`src/rtl/calc_pkg.sv`:
```
// rtl/calc_pkg.sv - shared state and opcode encodings for the calculator operand sequencer
package calc_pkg;

    typedef enum logic [2:0] {
        S_A    = 3'd0,
        S_B    = 3'd1,
        S_OP   = 3'd2,
        S_EXEC = 3'd3,
        S_SHOW = 3'd4
    } state_t;

    localparam logic [2:0] OP_XOR       = 3'd0;
    localparam logic [2:0] OP_AND       = 3'd1;
    localparam logic [2:0] OP_OR        = 3'd2;
    localparam logic [2:0] OP_ADD       = 3'd3;
    localparam logic [2:0] OP_SUB       = 3'd4;
    localparam logic [2:0] OP_MAX_VALID = 3'b100;

    function automatic logic is_op_invalid(input logic [2:0] op);
        return op > OP_MAX_VALID;
    endfunction

endpackage

```
`src/rtl/btn_conditioner.sv`:
```
// rtl/btn_conditioner.sv - button synchronizer, optional debounce (CALC_DEBOUNCE_EN), rising-edge pulse
module btn_conditioner #(
    parameter logic [19:0] DEBOUNCE_CYCLES = 20'd1_000_000
) (
    input  logic clk,
    input  logic rst_n,
    input  logic i_btn,
    output logic o_pulse
);

    logic r_sync1;
    logic r_sync2;
    logic r_v1;
    logic r_v2;
    logic r_prev;
    logic r_armed;
    logic r_pulse;
    logic w_level;

`ifdef CALC_DEBOUNCE_EN
    logic        r_level;
    logic [19:0] r_cnt;

    always_ff @(posedge clk or negedge rst_n) begin
        if (!rst_n) begin
            r_level <= 1'b0;
            r_cnt   <= 20'd0;
        end else if (r_sync2 != r_level) begin
            if (r_cnt >= DEBOUNCE_CYCLES - 20'd1) begin
                r_level <= r_sync2;
                r_cnt   <= 20'd0;
            end else begin
                r_cnt <= r_cnt + 20'd1;
            end
        end else begin
            r_cnt <= 20'd0;
        end
    end

    assign w_level = r_level;
`else
    logic w_unused_debounce;
    assign w_unused_debounce = ^DEBOUNCE_CYCLES;
    assign w_level           = r_sync2;
`endif

    // r_v1/r_v2 track when the synchronizer holds a real sample; the edge
    // detector only arms once the button has been seen released, so a press
    // held through reset never produces a pulse.
    always_ff @(posedge clk or negedge rst_n) begin
        if (!rst_n) begin
            r_sync1 <= 1'b0;
            r_sync2 <= 1'b0;
            r_v1    <= 1'b0;
            r_v2    <= 1'b0;
            r_prev  <= 1'b0;
            r_armed <= 1'b0;
            r_pulse <= 1'b0;
        end else begin
            r_sync1 <= i_btn;
            r_sync2 <= r_sync1;
            r_v1    <= 1'b1;
            r_v2    <= r_v1;
            r_prev  <= w_level;
            r_armed <= r_armed | (r_v2 & ~r_sync2 & ~w_level);
            r_pulse <= w_level & ~r_prev & r_armed;
        end
    end

    assign o_pulse = r_pulse;

endmodule

```
`src/rtl/calc_operand_sequencer.sv`:
```
// rtl/calc_operand_sequencer.sv - ENTER-driven operand/opcode sequencer for the ALU; debounce via CALC_DEBOUNCE_EN
module calc_operand_sequencer
    import calc_pkg::*;
#(
    parameter logic [19:0] DEBOUNCE_CYCLES = 20'd1_000_000
) (
    input  logic       clk,
    input  logic       rst_n,
    input  logic [7:0] sw,
    input  logic [2:0] op_sw,
    input  logic       btn_enter,
    input  logic       btn_clear,
    input  logic [7:0] alu_result,
    output logic [2:0] alu_opcode,
    output logic [7:0] alu_in1,
    output logic [7:0] alu_in2,
    output logic [7:0] disp_value,
    output logic [2:0] phase,
    output logic       result_valid,
    output logic       op_invalid
);

    state_t     r_state;
    state_t     w_state_nxt;
    logic [7:0] r_in1;
    logic [7:0] r_in2;
    logic [2:0] r_opcode;
    logic [7:0] r_result;
    logic [7:0] w_in1_nxt;
    logic [7:0] w_in2_nxt;
    logic [2:0] w_opcode_nxt;
    logic [7:0] w_result_nxt;
    logic       w_enter_p;
    logic       w_clear_p;

    btn_conditioner #(.DEBOUNCE_CYCLES(DEBOUNCE_CYCLES)) u_enter (
        .clk    (clk),
        .rst_n  (rst_n),
        .i_btn  (btn_enter),
        .o_pulse(w_enter_p)
    );

    btn_conditioner #(.DEBOUNCE_CYCLES(DEBOUNCE_CYCLES)) u_clear (
        .clk    (clk),
        .rst_n  (rst_n),
        .i_btn  (btn_clear),
        .o_pulse(w_clear_p)
    );

    always_ff @(posedge clk or negedge rst_n) begin
        if (!rst_n) begin
            r_state  <= S_A;
            r_in1    <= 8'h00;
            r_in2    <= 8'h00;
            r_opcode <= 3'b000;
            r_result <= 8'h00;
        end else begin
            r_state  <= w_state_nxt;
            r_in1    <= w_in1_nxt;
            r_in2    <= w_in2_nxt;
            r_opcode <= w_opcode_nxt;
            r_result <= w_result_nxt;
        end
    end

    // Clear wins over a same-cycle enter; S_EXEC advances unconditionally.
    always_comb begin
        w_state_nxt  = r_state;
        w_in1_nxt    = r_in1;
        w_in2_nxt    = r_in2;
        w_opcode_nxt = r_opcode;
        w_result_nxt = r_result;
        if (w_clear_p) begin
            w_state_nxt  = S_A;
            w_in1_nxt    = 8'h00;
            w_in2_nxt    = 8'h00;
            w_opcode_nxt = 3'b000;
            w_result_nxt = 8'h00;
        end else begin
            case (r_state)
                S_A: if (w_enter_p) begin
                    w_in1_nxt   = sw;
                    w_state_nxt = S_B;
                end
                S_B: if (w_enter_p) begin
                    w_in2_nxt   = sw;
                    w_state_nxt = S_OP;
                end
                S_OP: if (w_enter_p) begin
                    w_opcode_nxt = op_sw;
                    w_state_nxt  = S_EXEC;
                end
                S_EXEC: begin
                    w_result_nxt = alu_result;
                    w_state_nxt  = S_SHOW;
                end
                S_SHOW: if (w_enter_p) begin
                    w_in1_nxt   = r_result;
                    w_state_nxt = S_B;
                end
                default: w_state_nxt = S_A;
            endcase
        end
    end

    always_comb begin
        disp_value = r_result;
        case (r_state)
            S_A, S_B: disp_value = sw;
            S_OP:     disp_value = {5'b0, op_sw};
            default:  disp_value = r_result;
        endcase
    end

    assign alu_opcode   = r_opcode;
    assign alu_in1      = r_in1;
    assign alu_in2      = r_in2;
    assign phase        = r_state;
    assign result_valid = (r_state == S_SHOW);
    assign op_invalid   = is_op_invalid(r_opcode);

endmodule

```
`config.mk`:
```
export PLATFORM = sky130hd
export DESIGN_NAME = calc_operand_sequencer
export DESIGN_NICKNAME = d
export VERILOG_FILES = /design/src/rtl/calc_pkg.sv /design/src/rtl/btn_conditioner.sv /design/src/rtl/calc_operand_sequencer.sv
export SDC_FILE = /design/constraint.sdc
export NUM_CORES = 1
export LEC_CHECK = 0
export BUFFER_PORTS_ARGS = -buffer_cell sky130_fd_sc_hd__buf_2
export CAP_MARGIN = 20
export CELL_PAD_IN_SITES_DETAIL_PLACEMENT = 1
export CELL_PAD_IN_SITES_GLOBAL_PLACEMENT = 2
export CORE_MARGIN = 4
export CORE_UTILIZATION = 30
export CTS_CLUSTER_DIAMETER = 120
export CTS_CLUSTER_SIZE = 28
export DETAILED_ROUTE_END_ITERATION = 6
export GPL_TIMING_DRIVEN = 0
export PLACE_DENSITY_LB_ADDON = 0.2
export SYNTH_ARGS = -nofsm -noshare
export SYNTH_HDL_FRONTEND = slang
export SYNTH_SLANG_ARGS = --single-unit
```
`constraint.sdc`:
```
create_clock -name clk -period 1.88 [get_ports clk]
set_input_delay 0.376 -clock clk [delete_from_list [all_inputs] [get_ports clk]]
set_output_delay 0.376 -clock clk [all_outputs]
set_load 0.02 [all_outputs]
```
# After elaboration in Yosys (flattened, before gate mapping)
# Cells that the tools add are included.
[totals]
elab_cells = 70
input_bits = 23
reg_bits = 42
output_inout_bits = 32
[op_classes]
n_reduce_logical = 12
eq_ne = 9
magnitude_cmp = 1
bitwise_logic = 14
mux = 17
[ops]
columns = ["op", "count"]
rows = [
  ["$mux W8", 7],
  ["$pmux W8 S2", 2],
  ["$mux W3", 7],
  ["$ne A3 B1 Y1 const B", 5],
  ["$pmux W3 S4", 1],
  ["$and A1 B1 Y1", 8],
  ["$reduce_bool A2 Y1", 4],
  ["$eq A3 B2 Y1 const B", 2],
  ["$reduce_and A3 Y1", 2],
  ["$not A1 Y1", 4],
  ["$reduce_and A2 Y1", 2],
  ["$reduce_or A2 Y1", 2],
  ["$eq A3 B1 Y1 const B", 1],
  ["$eq A3 B3 Y1 const B", 1],
  ["$gt A3 B3 Y1 const B", 1],
  ["$logic_not A3 Y1", 1],
  ["$reduce_bool A3 Y1", 1],
  ["$or A1 B1 Y1", 2],
]

# Logic depth before layout (Yosys ltp)
[logic_depth]
word_depth = 4
mapped_depth = 5
depth_no_buf = 3

# By module
# Synthesis repeated with hierarchy kept, for this count alone.
[unflattened]
cells_unflattened = 165
area_unflattened_um2 = 1879.3
[modules_own_cells]
columns = ["mod", "cells_each", "area_each_um2", "n_inst"]
rows = [
  ["calc_operand_sequencer", 141, 1483.9, 1],
  ["btn_conditioner", 12, 197.7, 2],
]

# Worst setup path before layout
# No wires, ideal clock.
[synth_timing]
path_kind = "reg-to-output"
start = "reg r_state[1], in the netlist phase[1]"
end = "out result_valid"
stages_incl_launch_ff = 3
required_ns = 1.504
path_slack_ns = 0.237
t_arrival_ns = 1.267
path_cell_list = "dfrtp_1 -> buf_2 -> nor3b_1"
[synth_via]
elab_chain_cells = 1
[synth_lines]
columns = ["item", "line", "rtl"]
rows = [
  ["start: declaration", "calc_operand_sequencer.sv:23", "state_t r_state;"],
  ["start signal: assignment", "calc_operand_sequencer.sv:58", "r_state <= w_state_nxt;"],
  ["$eq A3 B3 Y1", "calc_operand_sequencer.sv:119", "assign result_valid = (r_state == S_SHOW);"],
  ["end: declaration", "calc_operand_sequencer.sv:19", "output logic result_valid,"],
]
# Every way passes these cells.

# Final worst setup path
[layout_timing]
start = "reg r_state[1], in the netlist phase[1]"
end = "out disp_value[0]"
[layout_via]
elab_chain_cells = 3
elab_cells_between_ends = 5
[layout_lines]
columns = ["item", "line", "rtl"]
rows = [
  ["$eq A3 B1 Y1 / $logic_not A3 Y1 (equally long branches)", "calc_operand_sequencer.sv:108", "case (r_state)"],
  ["$reduce_or A2 Y1", "calc_operand_sequencer.sv:108", ""],
  ["$pmux W8 S2 *", "calc_operand_sequencer.sv:108", ""],
  ["end: declaration", "calc_operand_sequencer.sv:17", "output logic [7:0] disp_value,"],
]
# Every way passes the cells marked *; elsewhere a longest branch is shown, timed or not.

==> results.md <==
Status:
- The run finished, with violations left.
- The final reports fail on negative setup slack.

STA:
- The final worst-path setup slack is -0.0124 ns.
- For the final database, setup skew stands at 0.0131 ns.
- Timing would allow up to 0.528 GHz.
- Of the available clock period, the critical path in the final layout requires 1.01.
- Across all hold checks on the routed design, the worst slack comes to between 0.15 and 0.2 ns.
- Headroom to the max-slew limit came out at 0.361.
- The number of hold violations in the final report is 0.
- Setup repair after global routing could not meet its margin everywhere.
- For the pin with the worst max-slew slack, the measured transition is ~0.96 ns.
- Setup violations remaining at the end of the flow were counted as 1.
- The final sum of negative setup slack is -0.0124 ns.
- The time the final worst path needs with I/O delays and setup is 1.89 ns.
- The max-slew violation count is 0.

Clocking:
- The CTS tree is yes.
- The number of buffers inserted during clock tree synthesis is 5.
- For this design, the sink count on the clock tree is between 40 and 50.
- The tree is rooted in a sky130_fd_sc_hd__clkbuf_8.
- The largest buffer count on any clock path is 2.
- The cts-stage hold buffer count is 0.
- The clock latency of the later-clocked register in the worst-skew pair is a little under 0.3 ns.
- The number of H-tree branching levels is 2.
- The CTS clock-pin slew for the worst setup and hold paths is roughly 0.08 ns.

Placed design:
- The weighted congestion at the end of routability-driven global placement is 0.829.
- The number of placed cells counting well taps is roughly 280.
- Port buffering added 54 buffers.
- The detailed placement HPWL is between 3 and 4 mm.

Yosys:
- The largest area contributor in the synthesized netlist is sky130_fd_sc_hd__dfrtp_1.
- After synthesis, the most frequently instantiated cells are sky130_fd_sc_hd__dfrtp_1, sky130_fd_sc_hd__nand2_1, sky130_fd_sc_hd__mux2i_1.
- In this run, synthesis produced a sequential element count of 42.
- The share of the yosys chip area belonging to registers is 0.585.
- The distinct cell type count after synthesis is 27.
- The top-area cell type share of the netlist area is 0.585.
- In the post-synthesis netlist, the biggest area contributors are sky130_fd_sc_hd__dfrtp_1, sky130_fd_sc_hd__mux2i_1, sky130_fd_sc_hd__nand2_1, sky130_fd_sc_hd__o2bb2ai_1, sky130_fd_sc_hd__nor2_1.
- The share of flip-flops with an asynchronous set or reset after synthesis is 1.00.
- In the post-synthesis netlist, the cell with the most instances is sky130_fd_sc_hd__dfrtp_1.
- The average size of a mapped cell is between 10 and 15 sq um.
- After synthesis the cells add up to between 0.0015 and 0.002 sq mm.
- The Yosys step of the flow raised 0 warnings.
- The number of flops mapped to enable cells by yosys is 0.
- The number of instances in the synthesized netlist is around 160.
- The number of nets in the synthesized netlist is 180.
- In the synthesized netlist the dominant register cell turns out to be sky130_fd_sc_hd__dfrtp_1.

Critical path:
- Along the worst path, the maximum fanout reaches 10.
- The worst flop-to-flop path startpoint is phase[1].
- The kind of end point of the critical path is an output pin.
- The arrival time of the worst setup path is 1.52 ns.
- On the critical path, the stage with the largest delay is an instance of sky130_fd_sc_hd__dfrtp_2.
- The worst register-to-register path ends at alu_in2[3].
- Traced cell by cell, the critical path runs through clkbuf_4, o22a_1, o22a_1, buf_6.
- The classification of the worst setup path is flop to output pin.
- For the worst flop-to-flop path, the logic depth is 5.
- For this run, the slowest stage of the critical path takes ~0.44 ns.
- The worst setup path is launched from a flop.
- The cell repeated most along the worst path is sky130_fd_sc_hd__o22a_1.
- The setup slack of the worst register-to-register path is ~0.42 ns.
- The required time of the critical path is 1.50 ns.
- The number of buffers and inverters on the critical path is 2.
- The gate family responsible for the most delay along the worst path is flip-flops.

Min path:
- The startpoint identified for the worst hold timing path is btn_clear.
- The worst hold path depth is 1.
- The hold path endpoint is u_clear.r_sync1.
- The path type of the worst min-delay path is input pin to flop.

Global routing:
- The overall global routing resource usage is 0.146.
- The first global-routing pass estimated 8.38 mm of wire.
- The largest net degree at the start of global routing is 43.
- The overflow left after global routing is 0.
- The number of antenna violations at the first check in global routing is 0.
- The number of global-route vias before repair is 1583.

Routing:
- The total wire length after detailed routing is around 5 mm.
- The remaining design rule violation count is 0.
- Once detail routing completed, the nets flagged for antenna violations numbered 0.
- Dividing the detail-routed via count by the number of cells gives approximately 5.
- The first detailed-routing pass ran for 4 iterations.
- In this run, the number of DRC markers left after iteration 0 of detailed routing was 29.
- The final route contains 1466 vias.
- In the final routed layout, each cell accounts on average for 16.9 microns.

Die:
- The floorplan die area is around 0.0073 sq mm.
- The horizontal die dimension is between 80 and 90 microns.
- For this design the top-level I/O count stands at 55.
- The region available for standard cell placement spans between 0.005 and 0.006 sq mm.
- Measured along the y axis, the die boundary spans 85.4 microns.
- The number of placement rows is 27.
- The starting density of the core is 0.318.

Pwr:
- Of the total power, registers draw 0.469.
- The ratio of total power to cell area is about 940 mW/mm^2.
- The internal power consumption is 1540 uW.
- Summed over all nets, the switching power comes to approximately 700 uW.
- VDD sags by at most ~500 uV.
- The fraction of power consumed by combinational cells is 0.266.
- The share of total power dissipated in the clock network is 0.265.
- For this design the static power due to leakage is ~0.0012 uW.
- The switching share of power is 0.311.

Final layout:
- In the final layout, the share of cells above drive strength 1 is 0.358.
- At the end of the flow the core is filled with cells to 0.422.
- Compared with the post-synthesis result, the final layout area differs by 32.6%.
- The number of antenna diodes is 0.
- The final cell count without fillers is about 300.
- Fill cells in the final layout number 659.
- The post-layout net count is roughly 250.

Job:
- Across the run, the number of max-cap violations was 0.
-- routing by layer --
layer	GRT usage	wire length [microns]	share of wire	vias to the layer above
li1	-	-	-	691
met1	0.196	2360	0.47	727
met2	0.237	2410	0.47	46
met3	0.0340	281	0.055	2
met4	0.0388	23	0.0045	0
met5	0	0	0	-
-- cells by family (layout without fill, tap and decap cells) --
logic type / Yosys count / in the layout / synth area share
AOI/OAI and AO/OA: 35 / 35 / 0.145
buffers and inverters: 13 / 85 / 0.0369
DFF: 42 / 42 / 0.585
muxes: 19 / 19 / 0.106
other: 1 / 1 / 0.00209
and+or+nand+nor: 47 / 47 / 0.125
-- timing repair --
action	CTS	global route
endpoints found under the setup margin	9	9
pin swaps	0	6
setup buffers	7	3
gates cloned	0	0
resized for setup	8	8
-- power groups by stage --
stage | sequential, uW | combinational, uW | clock, uW
3_5_place_dp | 1070 | 506 | 0
3_3_place_gp | 1060 | 496 | 0
5_1_grt | 1060 | 643 | 662
2_1_floorplan | 1120 | 244 | 0
6_report | 1040 | 592 | 590
4_1_cts | 1040 | 566 | 610
-- per-stage QoR --
step	cell area, sq um	setup slack [ns]	power [uW]
global placement	2160	0.180	1560
floorplan	1800	0.237	1360
detailed placement	2160	0.176	1570
global route	2380	-0.0744	2360
CTS	2330	-0.00191	2220
finish	2380	-0.0124	2230
-- cells in the final DEF (no fill, tap or decap), types with 2 or more instances in the layout --
cell / netlist / final
sky130_fd_sc_hd__a21o_1: 3 / 2
sky130_fd_sc_hd__a21oi_1: 9 / 8
sky130_fd_sc_hd__a22o_1: 5 / 5
sky130_fd_sc_hd__buf_2: 2 / 51
sky130_fd_sc_hd__buf_4: 2 / 11
sky130_fd_sc_hd__buf_6: 1 / 6
sky130_fd_sc_hd__clkbuf_1: 4 / 5
sky130_fd_sc_hd__clkbuf_8: 0 / 6
sky130_fd_sc_hd__dfrtp_1: 42 / 41
sky130_fd_sc_hd__inv_1: 3 / 3
sky130_fd_sc_hd__mux2i_1: 19 / 19
sky130_fd_sc_hd__nand2_1: 20 / 20
sky130_fd_sc_hd__nand3b_1: 2 / 2
sky130_fd_sc_hd__nor2_1: 17 / 16
sky130_fd_sc_hd__nor3b_1: 2 / 2
sky130_fd_sc_hd__o22a_1: 6 / 6
sky130_fd_sc_hd__o2bb2ai_1: 8 / 8
-- worst max path at each step --
| stage | startpoint | end | cells after the start |
|---|---|---|---|
| 6_report | phase[1] | disp_value[0] | 4 |
| 3_3_place_gp | phase[0] | disp_value[0] | 5 |
| 3_5_place_dp | phase[0] | disp_value[0] | 5 |
| 4_1_cts | phase[0] | disp_value[0] | 5 |
| 5_1_grt | phase[0] | disp_value[0] | 5 |
| 2_1_floorplan | phase[1] | result_valid | 2 |
-- sequential cells by signal, summed over array words and instances, names as in the netlist, 3 cells and up --
| name | flops |
|---|---|
| alu_in1 | 8 |
| alu_in2 | 8 |
| r_result | 8 |
| alu_opcode | 3 |
| phase | 3 |
-- layout make-up --
cell class | instances | area, sq um | share of cell area
multi-input combinational | 102 | 704 | 0.296
buffer | 10 | 67.6 | 0.0284
clock buffer | 7 | 86.3 | 0.0363
inverter | 3 | 11.3 | 0.00473
sequential | 42 | 1050 | 0.442
tap | 72 | 90.1 | 0.0378
clock inverter | 1 | 5.00 | 0.00210
timing repair buffer | 64 | 364 | 0.153
Note: power is estimated with default switching activity, not from simulation.
